### src/rtl/mod3_pkg.sv
// mod3_pkg: shared state encoding, remainder constants and the mod-3 fold step.
package mod3_pkg;
   typedef enum logic [1:0] {IDLE, SHIFT, DONE} state_t;
   localparam logic [1:0] REM0 = 2'd0;
   localparam logic [1:0] REM1 = 2'd1;
   localparam logic [1:0] REM2 = 2'd2;
   // (2*r + b) mod 3 as a lookup, so the encoding 3 can never be produced.
   function automatic logic [1:0] mod3_step(input logic [1:0] r, input logic b);
      return (r == REM0) ? (b ? REM1 : REM0) :
             (r == REM1) ? (b ? REM0 : REM2) :
                           (b ? REM2 : REM1);
   endfunction
endpackage

### src/rtl/mod3_fsm_core.sv
// mod3_fsm_core: 2-bit running remainder register folded one bit per step.
module mod3_fsm_core
   import mod3_pkg::*;
(
   input  logic       clk,
   input  logic       rst,
   input  logic       clr_i,
   input  logic       step_i,
   input  logic       bit_i,
   output logic [1:0] rem_o
);
   logic [1:0] rem_q, rem_d;
   always_comb rem_d = clr_i ? REM0 : step_i ? mod3_step(rem_q, bit_i) : rem_q;
   always_ff @(posedge clk or posedge rst)
      if (rst) rem_q <= REM0;
      else     rem_q <= rem_d;
   assign rem_o = rem_q;
endmodule

### src/rtl/mod3_seq_ctrl.sv
// mod3_seq_ctrl: serial MSB-first divisibility-by-3 tester with
// valid/ready handshakes, a clock-enable bit-step divider and flush.
module mod3_seq_ctrl
   import mod3_pkg::*;
#(
   parameter int WIDTH = 8,
   parameter int DIV   = 4
) (
   input  logic             clk,
   input  logic             reset,
   input  logic             in_valid,
   input  logic [WIDTH-1:0] in_data,
   output logic             in_ready,
   input  logic             flush,
   output logic             out_valid,
   input  logic             out_ready,
   output logic [1:0]       out_rem,
   output logic             out_div3,
   output logic             busy,
   output logic             tick
);
   localparam int CW = $clog2(WIDTH + 1);
   localparam int DW = (DIV > 1) ? $clog2(DIV) : 1;
   state_t           state_q, state_d;
   logic [WIDTH-1:0] sr_q, sr_d;
   logic [CW-1:0]    cnt_q, cnt_d;
   logic [DW-1:0]    div_q, div_d;
   logic [1:0]       out_rem_q, out_rem_d, rem, rem_fin;
   logic             out_div3_q, out_div3_d, clr, step;
   mod3_fsm_core u_core (
      .clk    (clk),
      .rst    (reset),
      .clr_i  (clr),
      .step_i (step),
      .bit_i  (sr_q[WIDTH-1]),
      .rem_o  (rem)
   );
   assign in_ready  = (state_q == IDLE);
   assign busy      = (state_q == SHIFT);
   assign out_valid = (state_q == DONE);
   assign tick      = busy && (div_q == DW'(DIV - 1));
   assign out_rem   = out_rem_q;
   assign out_div3  = out_div3_q;
   // Final bit folded directly into the output register on the last tick.
   assign rem_fin   = mod3_step(rem, sr_q[WIDTH-1]);
   always_comb begin
      state_d    = state_q;
      sr_d       = sr_q;
      cnt_d      = cnt_q;
      div_d      = div_q;
      out_rem_d  = out_rem_q;
      out_div3_d = out_div3_q;
      clr        = 1'b0;
      step       = 1'b0;
      case (state_q)
         IDLE: if (in_valid) begin
            state_d = SHIFT;
            sr_d    = in_data;
            cnt_d   = CW'(WIDTH);
            div_d   = '0;
            clr     = 1'b1;
         end
         SHIFT: if (flush) begin
            state_d = IDLE;
            div_d   = '0;
         end else begin
            div_d = tick ? '0 : div_q + 1'b1;
            if (tick) begin
               step  = 1'b1;
               sr_d  = sr_q << 1;
               cnt_d = cnt_q - 1'b1;
               if (cnt_q == CW'(1)) begin
                  state_d    = DONE;
                  out_rem_d  = rem_fin;
                  out_div3_d = (rem_fin == REM0);
               end
            end
         end
         DONE: if (out_ready) state_d = IDLE;
         default: state_d = IDLE;
      endcase
   end
   always_ff @(posedge clk or posedge reset)
      if (reset) begin
         state_q    <= IDLE;
         sr_q       <= '0;
         cnt_q      <= '0;
         div_q      <= '0;
         out_rem_q  <= REM0;
         out_div3_q <= 1'b0;
      end else begin
         state_q    <= state_d;
         sr_q       <= sr_d;
         cnt_q      <= cnt_d;
         div_q      <= div_d;
         out_rem_q  <= out_rem_d;
         out_div3_q <= out_div3_d;
      end
endmodule

### config.mk
export PLATFORM = sky130hd
export DESIGN_NAME = mod3_seq_ctrl
export DESIGN_NICKNAME = d
export VERILOG_FILES = /design/src/rtl/mod3_pkg.sv /design/src/rtl/mod3_fsm_core.sv /design/src/rtl/mod3_seq_ctrl.sv
export SDC_FILE = /design/constraint.sdc
export NUM_CORES = 1
export LEC_CHECK = 0
export BUFFER_PORTS_ARGS = -buffer_cell sky130_fd_sc_hd__clkbuf_2
export CELL_PAD_IN_SITES_DETAIL_PLACEMENT = 0
export CELL_PAD_IN_SITES_GLOBAL_PLACEMENT = 1
export CORE_UTILIZATION = 45
export CTS_CLUSTER_DIAMETER = 40
export CTS_CLUSTER_SIZE = 8
export DETAILED_ROUTE_END_ITERATION = 8
export PLACE_DENSITY = 0.78
export SLEW_MARGIN = 10
export SYNTH_ARGS = -nofsm -noshare
export SYNTH_HDL_FRONTEND = slang
export SYNTH_HIERARCHICAL = 1
export SYNTH_SLANG_ARGS = --single-unit
### constraint.sdc
create_clock -name clk -period 4.6 [get_ports clk]
set_input_delay 0.69 -clock clk [delete_from_list [all_inputs] [get_ports clk]]
set_output_delay 0.69 -clock clk [all_outputs]
set_load 0.005 [all_outputs]
==> qor.txt, run 1 <==
Total track usage: 0.171
Final instance area: 1220 sq um
Peak fanout along the critical path: 7
Worst hold path type: primary input to asynchronous set/reset pin
Startpoint types: flop
Leakage power total: 0.602 nW
Setup_tns: 0 ps
Chip Height: 51.1 microns
CTS Buf Count: 3
CP max-delay cell: dfrtp_1
Met2 global-route usage: 0.294
Crit path cell chain: nand2b_1 -> inv_1 -> and2_1 -> clkbuf_2
Placed Cells: 146
Clk slew on worst S/H paths: 110 ps
ANT nets after route: 0
Port Buf Inserts: 19
DR iter-0 viols: 8
Buf/Inv on CP: 2
Slew @ Worst Pin: 688 ps
Adder-cell share of the synthesized area: 0.0576
Ranking of synthesized cells by area: dfrtp_1, ha_1, nand2b_1, o221a_2, inv_1
Slack of the worst reg-to-reg path: 2950 ps
Pwr per Cell Area: 339 nW/um^2
Run status: finished clean
Hold Slack: 214 ps
CP peak stage delay: 410 ps
Die area: 2610 sq um
Fmax: 500 MHz
Drt pass-1 iters: 4
Area delta synth->final: 12.4%
RSZ-0062 raised after global routing: no
Post-synthesis simple-gate area fraction: 0.175
GR peak layer: met2
Initial antenna violation count: 0
Post-place instance area: 1190 sq um
Mux cell area share after synthesis: 0.0634
Worst vdd ir: 0.204 mV
Sw frac: 0.283
Asr flop ratio synth: 1.00
Residual DRC: 0
Main combinational cell family by area after synthesis: simple AND/OR/NAND/NOR gates
Antenna Cells: 0
Syn. warnings: 6
Die Width: 51.1 microns
FF-to-FF path depth: 4
Critical path depth in cells: 4
WL final: 1890 microns
I/O pin count: 20
# setup viols final: 0
DR WL/cell: 12.6 microns
Final Cycle Share: 0.435
Hold_buf cts: 0
Post-Synth XOR/XNOR Area: 0
Clk root buf: clkbuf_4
Gpl congestion: 0.710
Fin. max-slew vios: 0
Switching pwr: 0.000117 W
Combinational group share of total power: 0.235
Yosys top cell area share: 0.484
Sequential fraction of the synthesis area: 0.484
CP arrival: 1310 ps
H-tree levels: 1
Number of synthesized flops with an enable pin: 0
Worst r2r src: state_q[0]
Pwr Total: 0.000415 W
Synth Area in Compound Gates: 0.159
Vias after detailed routing: 788
P_int: 0.000297 W
Crit path required time: 3910 ps
CTS tree: done
Met3 usage: 0.0298
Syn nets: 120
CP delay by family, top: simple AND/OR/NAND/NOR gates
Crit path time final: 2000 ps
HPWL after DPL: 1380 microns
Flop pwr share: 0.560
WS Path Type: flop to output port
Met1 usage: 0.203
Clock power share: 0.205
Number of distinct library cells after synthesis: 28
First-pass GRT wire length: 3300 microns
Clk_lat worst skew: 290 ps
Mapped Cells: 102
CTS sink cnt: 21
Core area: 2230 sq um
Post-CTS Setup Bufs: 0
Largest net degree at the start of global routing: 20
R2R Path End: cnt_q[1]
Syn Area/Cell: 10.6 sq um
Slew Limit Headroom: 0.541
Setup crit end kind: output port
Main flop type after synthesis: dfrtp_1
Post-route insts no fill: 150
# rows: 17
Fin. Hold Viols: 0
Grt ovf: 0
Share of layout cells above drive strength 1: 0.279
# resized after CTS: 0
Clock Path Buffers: 2
Synthesized area: 1090 sq um
Seq cells post-synth: 21
Vias per cell: 5.25
Cell taking the most area after synthesis: dfrtp_1
Initial core utilization: 0.486
Fill cells: 212
Max Clock Skew: 2.73 ps
Vias in the first global route: 783
Max Cap Viol: 0
Fin nets: 141
## cells by family (layout without fill, tap and decap cells)
logic type	count (synthesis)	count (layout)
adders and majority gates	5	5
and+or+nand+nor	33	33
AOI/OAI and AO/OA	22	22
buffers and inverters	15	35
muxes	6	6
DFF	21	21
## state kept, by name, indices dropped and copies added (netlist names)
signal	cells
out_div3	1
state_q	2
out_rem	2
u_core/rem_o	2
sr_q	8
cnt_q	4
div_q	2
## worst max-delay path by stage
stage | slack (ps) | to | startpoint
after floorplan | 2830 | u_core/rem_o[0] | flush
after global placement | 2670 | cnt_q[1] | in_valid
after detailed placement | 2640 | cnt_q[1] | in_valid
after CTS | 2560 | tick | state_q[1]
after global routing | 2490 | tick | state_q[1]
final | 2600 | tick | state_q[1]
## cell usage after synthesis (2+ instances only)
cell type	count
o221a_1	3
dfrtp_1	21
mux2_2	3
o221a_2	4
nor3_1	2
buf_2	2
mux2i_1	2
a21oi_1	4
nand2b_1	10
nand2_1	6
o21ai_0	7
nor2_1	5
inv_1	11
ha_1	5
nand3_1	4
## through the flow
step | util | worst slack [ps]
final | 0.547 | 2600
after global routing | 0.547 | 2490
after CTS | 0.547 | 2560
after detailed placement | 0.535 | 2640
after global placement | 0.535 | 2670
after floorplan | - | 2830
## layout by cell type (no fill, tap or decap), drive strengths merged, types with 5 or more instances in the layout
cell and n:
clkbuf 23, dfrtp 21, ha 5, inv 12
nand2 6, nand2b 10, nor2 5, o21ai 7
o221a 7
## power by group through the flow
| stage | Combinational (W) | Clock [W] | Sequential (W) |
|---|---|---|---|
| finish | 0.0000975 | 0.0000850 | 0.000232 |
| floorplan | 0.0000787 | 0 | 0.000229 |
| global route | 0.000110 | 0.000100 | 0.000236 |
| CTS | 0.0000988 | 0.0000911 | 0.000232 |
| global placement | 0.0000948 | 0 | 0.000234 |
| detailed placement | 0.0000983 | 0 | 0.000235 |
## layout make-up
cell class                 count  area, sq um  area share
tap                           28         35.0      0.0287
inverter                      12         45.0      0.0369
multi-input combinational     66          494       0.405
clock buffer                   4         26.3      0.0215
sequential                    21          526       0.430
timing repair buffer          19         95.1      0.0779
## routing by layer
metal  vias up  share of wire
li1        401              -
met1       368           0.51
met2        17           0.44
met3         2          0.040
met4         0         0.0074
met5         -              0
Note: power is estimated with default switching activity, not from simulation.
==> run 2: changes to the inputs <==
- CORE_ASPECT_RATIO: default -> 2
- CORE_UTILIZATION: 45 -> 41
- PLACE_DENSITY: 0.78 -> 0.72
- clock period: 4.6 -> 2 ns (I/O delays scaled with it)
==> qor.txt, run 2 (synthesis gave the netlist of run 1 again) <==
Clock power share: 0.262
HPWL after DPL: 1530 microns
Fmax: 611 MHz
Leakage power total: 0.614 nW
Combinational group share of total power: 0.217
# setup viols final: 0
Setup crit end kind: flop
Crit path time final: 1640 ps
# resized after CTS: 0
Buf/Inv on CP: 0
Switching pwr: 0.000274 W
CTS tree: done
Fin. Hold Viols: 0
Hold Crit Depth: 2
Slew Limit Headroom: 0.517
CP peak stage delay: 400 ps
Fill cells: 244
First-pass GRT wire length: 3410 microns
Commonest cells after routing, fill and taps aside: dfrtp_1, clkbuf_2, inv_1, nand2b_1, o21ai_0
CTS sink cnt: 21
WL final: 1970 microns
RSZ-0062 raised after global routing: no
Clk root buf: clkbuf_8
Max Cap Viol: 0
Worst hold path type: primary input to flop
Final instance area: 1250 sq um
Core area: 2540 sq um
Clk slew on worst S/H paths: 70 ps
FF-to-FF path depth: 4
Hold_buf cts: 1
Fin nets: 142
CTS Buf Count: 3
Slew @ Worst Pin: 723 ps
I/O pin count: 20
# rows: 26
Commonest non-fill, non-tap cell in the layout: dfrtp_1
Crit path required time: 2140 ps
Most flops, register: sr_q
Die area: 2870 sq um
CP max-delay cell: dfrtp_1
CP arrival: 1780 ps
Setup_tns: 0 ps
Antenna Cells: 0
H-tree levels: 1
Worst vdd ir: 0.597 mV
Total track usage: 0.166
Clock Path Buffers: 2
Place WS: 374 ps
Flop pwr share: 0.520
CP delay by family, top: simple AND/OR/NAND/NOR gates
Residual DRC: 0
Initial core utilization: 0.428
Vias per cell: 5.33
Drt pass-1 iters: 4
Pwr per Cell Area: 819 nW/um^2
WS Path Type: flop to flop
DR iter-0 viols: 13
Critical path depth in cells: 4
Max Clock Skew: 1.56 ps
Top flop regs: sr_q: 8 flops, cnt_q: 4 flops
Share of layout cells above drive strength 1: 0.276
Grt ovf: 0
Area delta synth->final: 15.1%
Run status: finished clean
Initial antenna violation count: 0
Final core utilization: 0.493
Largest net degree at the start of global routing: 20
Vias after detailed routing: 805
Die Width: 38.4 microns
ANT nets after route: 0
Crit path cell chain: ha_1 -> and4bb_4 -> or2_4 -> mux2_4
Post-CTS Setup Bufs: 0
Clk_lat worst skew: 250 ps
Port Buf Inserts: 19
Chip Height: 74.8 microns
Vias in the first global route: 813
Post-place instance area: 1190 sq um
Startpoint types: flop
Peak fanout along the critical path: 16
P_int: 0.000749 W
Sw frac: 0.268
Setup ws final: 365 ps
Gpl congestion: 0.661
DR WL/cell: 13.1 microns
Max FFs per register: 8
Final Cycle Share: 0.818
Fin. max-slew vios: 0
[run 2: cell count changes in the layout (fill, tap and decap cells not counted)]
cell and delta:
clkbuf_4 -3, clkbuf_8 +3, dlygate4sd3_1 +1
[run 2: power by group through the flow]
stage                     registers [W]  clock network (W)  logic, W
after floorplan                0.000526                  0  0.000181
after global placement         0.000538                  0  0.000225
after detailed placement       0.000540                  0  0.000225
after CTS                      0.000533           0.000278  0.000227
after global routing           0.000542           0.000299  0.000261
final                          0.000533           0.000268  0.000223
[run 2: cell type report]
| cell class | count | area (sq um) | area share |
|---|---|---|---|
| inverter | 12 | 45.0 | 0.0360 |
| clock buffer | 4 | 45.0 | 0.0360 |
| sequential | 21 | 526 | 0.420 |
| multi-input combinational | 66 | 494 | 0.395 |
| timing repair buffer | 20 | 105 | 0.0841 |
| tap | 28 | 35.0 | 0.0280 |
[run 2: worst reg2reg max path, stage by stage (launching register included)]
cell and delay, ps:
dfrtp_1 400, ha_1 250, and4bb_4 280, or2_4 300, mux2_4 300
[run 2: path summary, 6_finish.rpt]
| path | from | to | slack (ps) |
|---|---|---|---|
| worst min-delay path | out_ready | state_q[1] | 240 |
| worst min register to register | div_q[0] | div_q[0] | 500 |
| min in group asynchronous | reset | u_core/rem_o[1] | 430 |
| worst max register to register | div_q[0] | cnt_q[1] | 360 |
| max in group asynchronous | reset | sr_q[7] | 840 |
| worst max-delay path | div_q[0] | cnt_q[1] | 360 |
[run 2: per-layer routing]
| metal | track usage | wire length, microns | vias to the layer above |
|---|---|---|---|
| li1 | - | - | 398 |
| met1 | 0.192 | 841 | 395 |
| met2 | 0.298 | 1050 | 8 |
| met3 | 0.0177 | 52 | 4 |
| met4 | 0.0690 | 32 | 0 |
| met5 | 0 | 0 | - |
[run 2: through the flow]
stage	std cells	power, W	hold slack (ps)
2_1_floorplan	102	0.000707	41.2
6_report	151	0.00102	241
3_5_place_dp	146	0.000766	149
4_1_cts	151	0.00104	244
5_1_grt	151	0.00110	249
3_3_place_gp	146	0.000763	142
==> run 3: changes to the inputs <==
- ABC_AREA: default -> 1
- CORE_UTILIZATION: 41 -> 40
- PLACE_DENSITY: 0.72 -> 0.73
- clock period: 2 -> 1.65 ns (I/O delays scaled with it)
==> qor.txt, run 3 <==
Crit path required time: 1400 ps
Main combinational cell family by area after synthesis: simple AND/OR/NAND/NOR gates
Vias in the first global route: 1,014
Crit path time final: 1410 ps
Total track usage: 0.166
Most instantiated library cell after synthesis: nand2_1
Die area: 3340 sq um
CP delay by family, top: flip-flops
Most flops, register: sr_q
Adder-cell share of the synthesized area: 0.0504
Main flop type after synthesis: dfrtp_1
RSZ-0062 raised after global routing: no
Max FFs per register: 8
Most frequent cells after synthesis: nand2_1, inv_1, dfrtp_1
Clk root buf: clkbuf_8
Fill cells: 350
H-tree levels: 1
Yosys top cell area share: 0.423
Seq cells post-synth: 21
Pwr per Cell Area: 1470 nW/um^2
Antenna Cells: 0
Number of distinct library cells after synthesis: 18
Final Cycle Share: 0.854
DR WL/cell: 11.1 microns
Slack of the worst reg-to-reg path: 260 ps
Leakage power total: 0.747 nW
Asr flop ratio synth: 1.00
Max Cap Viol: 0
HPWL after DPL: 1850 microns
Initial core utilization: 0.422
Mux cell area share after synthesis: 0
Place WS: 268 ps
Largest net degree at the start of global routing: 23
Core area: 2940 sq um
Chip Height: 80.8 microns
CTS Buf Count: 3
Fin. max-slew vios: 0
Syn Area/Cell: 8.01 sq um
Worst vdd ir: 0.655 mV
Clk_lat worst skew: 260 ps
Initial antenna violation count: 0
CP peak stage delay: 400 ps
Number of synthesized flops with an enable pin: 0
WL final: 2290 microns
First-pass GRT wire length: 3910 microns
DR iter-0 viols: 8
Grt ovf: 0
Clk slew on worst S/H paths: 70 ps
ANT nets after route: 0
CTS sink cnt: 21
Fmax: 710 MHz
Worst hold path type: primary input to flop
Ranking of synthesized cells by area: dfrtp_1, nand2_1, inv_1, o21ai_2, ha_1
Synthesized area: 1240 sq um
I/O pin count: 20
Post-Synth XOR/XNOR Area: 0.00706
Setup ws final: 241 ps
Syn nets: 173
Startpoint types: flop
Run status: finished clean
Vias after detailed routing: 1,005
Clock Path Buffers: 2
Cell taking the most area after synthesis: dfrtp_1
Slew Limit Headroom: 0.795
Top flop regs: sr_q: 8 flops, cnt_q: 4 flops
Crit path cell chain: ha_1 -> inv_1 -> nor2_4 -> clkbuf_2
Vias per cell: 4.86
CTS tree: done
CP arrival: 1160 ps
Residual DRC: 0
# setup viols final: 0
CP max-delay cell: dfrtp_1
# rows: 28
Die Width: 41.4 microns
Fin. Hold Viols: 0
Syn. warnings: 6
Synth Area in Compound Gates: 0.138
Buf/Inv on CP: 2
Post-synthesis simple-gate area fraction: 0.253
Share of layout cells above drive strength 1: 0.249
Setup_tns: 0 ps
WS Path Type: flop to output port
Peak fanout along the critical path: 3
Slew @ Worst Pin: 307 ps
Port Buf Inserts: 19
Commonest non-fill, non-tap cell in the layout: nand2_1
Sequential fraction of the synthesis area: 0.423
Commonest cells after routing, fill and taps aside: nand2_1, inv_1, dfrtp_1, clkbuf_2
Drt pass-1 iters: 2
Gpl congestion: 0.836
Setup crit end kind: output port
Mapped Cells: 155
Max Clock Skew: 3.43 ps
Fin nets: 196
Area delta synth->final: 12.0%
-- run 3: changes by cell type after synthesis, moves of 6 or more --
cell / before / now
o21ai_1: 0 / 6
nand2b_1: 10 / 0
nor2_1: 5 / 12
inv_1: 11 / 28
nand2_1: 6 / 43
o21ai_2: 0 / 12
-- run 3: worst paths after layout --
kind / startpoint / endpoint / cells past startpoint
max: div_q[0] / tick / 4
min: in_data[0] / sr_q[0] / 3
max reg2reg: state_q[1] / sr_q[3] / 7
min reg2reg: out_rem[0] / out_rem[0] / 2
max in group asynchronous: reset / sr_q[6] / 4
min in group asynchronous: reset / u_core/rem_o[0] / 3
-- run 3: area by class of cell --
type	instances	area, sq um	share of cell area
flip-flops and latches	21	526	0.378
well taps	30	37.5	0.0270
multi-input cells	102	557	0.401
repair buffers	22	120	0.0864
inverters	28	105	0.0756
clock buffers	4	45.0	0.0324
-- run 3: power breakdown --
group          internal [W]  switching, W  leakage [nW]
combinational      0.000367      0.000571         0.450
clock              0.000172      0.000157        0.0228
sequential         0.000681     0.0000962         0.274
total               0.00122      0.000825         0.747
-- run 3: tightest hold or removal path, stage by stage --
cell and delay, ps:
clkbuf_2 80, nand2_1 60, o21ai_2 50
-- run 3: per-stage QoR --
| stage | utilization | power, W | hold WS, ps | cells | area [sq um] |
|---|---|---|---|---|---|
| floorplan | - | 0.00162 | -11.3 | 155 | 1240 |
| global placement | 0.454 | 0.00171 | 91.8 | 202 | 1340 |
| detailed placement | 0.454 | 0.00174 | 93.7 | 202 | 1340 |
| CTS | 0.472 | 0.00208 | 202 | 207 | 1390 |
| global route | 0.472 | 0.00225 | 234 | 207 | 1390 |
| finish | 0.472 | 0.00204 | 206 | 207 | 1390 |
-- run 3: timing repair --
| item | 4_1_cts | 5_1_grt |
|---|---|---|
| gates resized for setup | 0 | 0 |
| hold endpoints to repair | 2 | 0 |
| setup buffers | 0 | 0 |
| hold buffers | 1 | 0 |
| setup endpoints to repair | 0 | 0 |
-- run 3: per-layer routing --
layer | global-route usage | vias up | share of wire
li1 | - | 520 | -
met1 | 0.167 | 471 | 0.38
met2 | 0.305 | 8 | 0.58
met3 | 0.0191 | 6 | 0.016
met4 | 0.0742 | 0 | 0.022
met5 | 0 | - | 0
-- run 3: logic make-up (layout without fill, tap and decap cells) --
group / Yosys count / count (layout)
fa+ha+maj: 5 / 5
simple gates: 71 / 71
buf+inv: 32 / 54
flops: 21 / 21
xor+xnor: 1 / 1
compound gates: 25 / 25
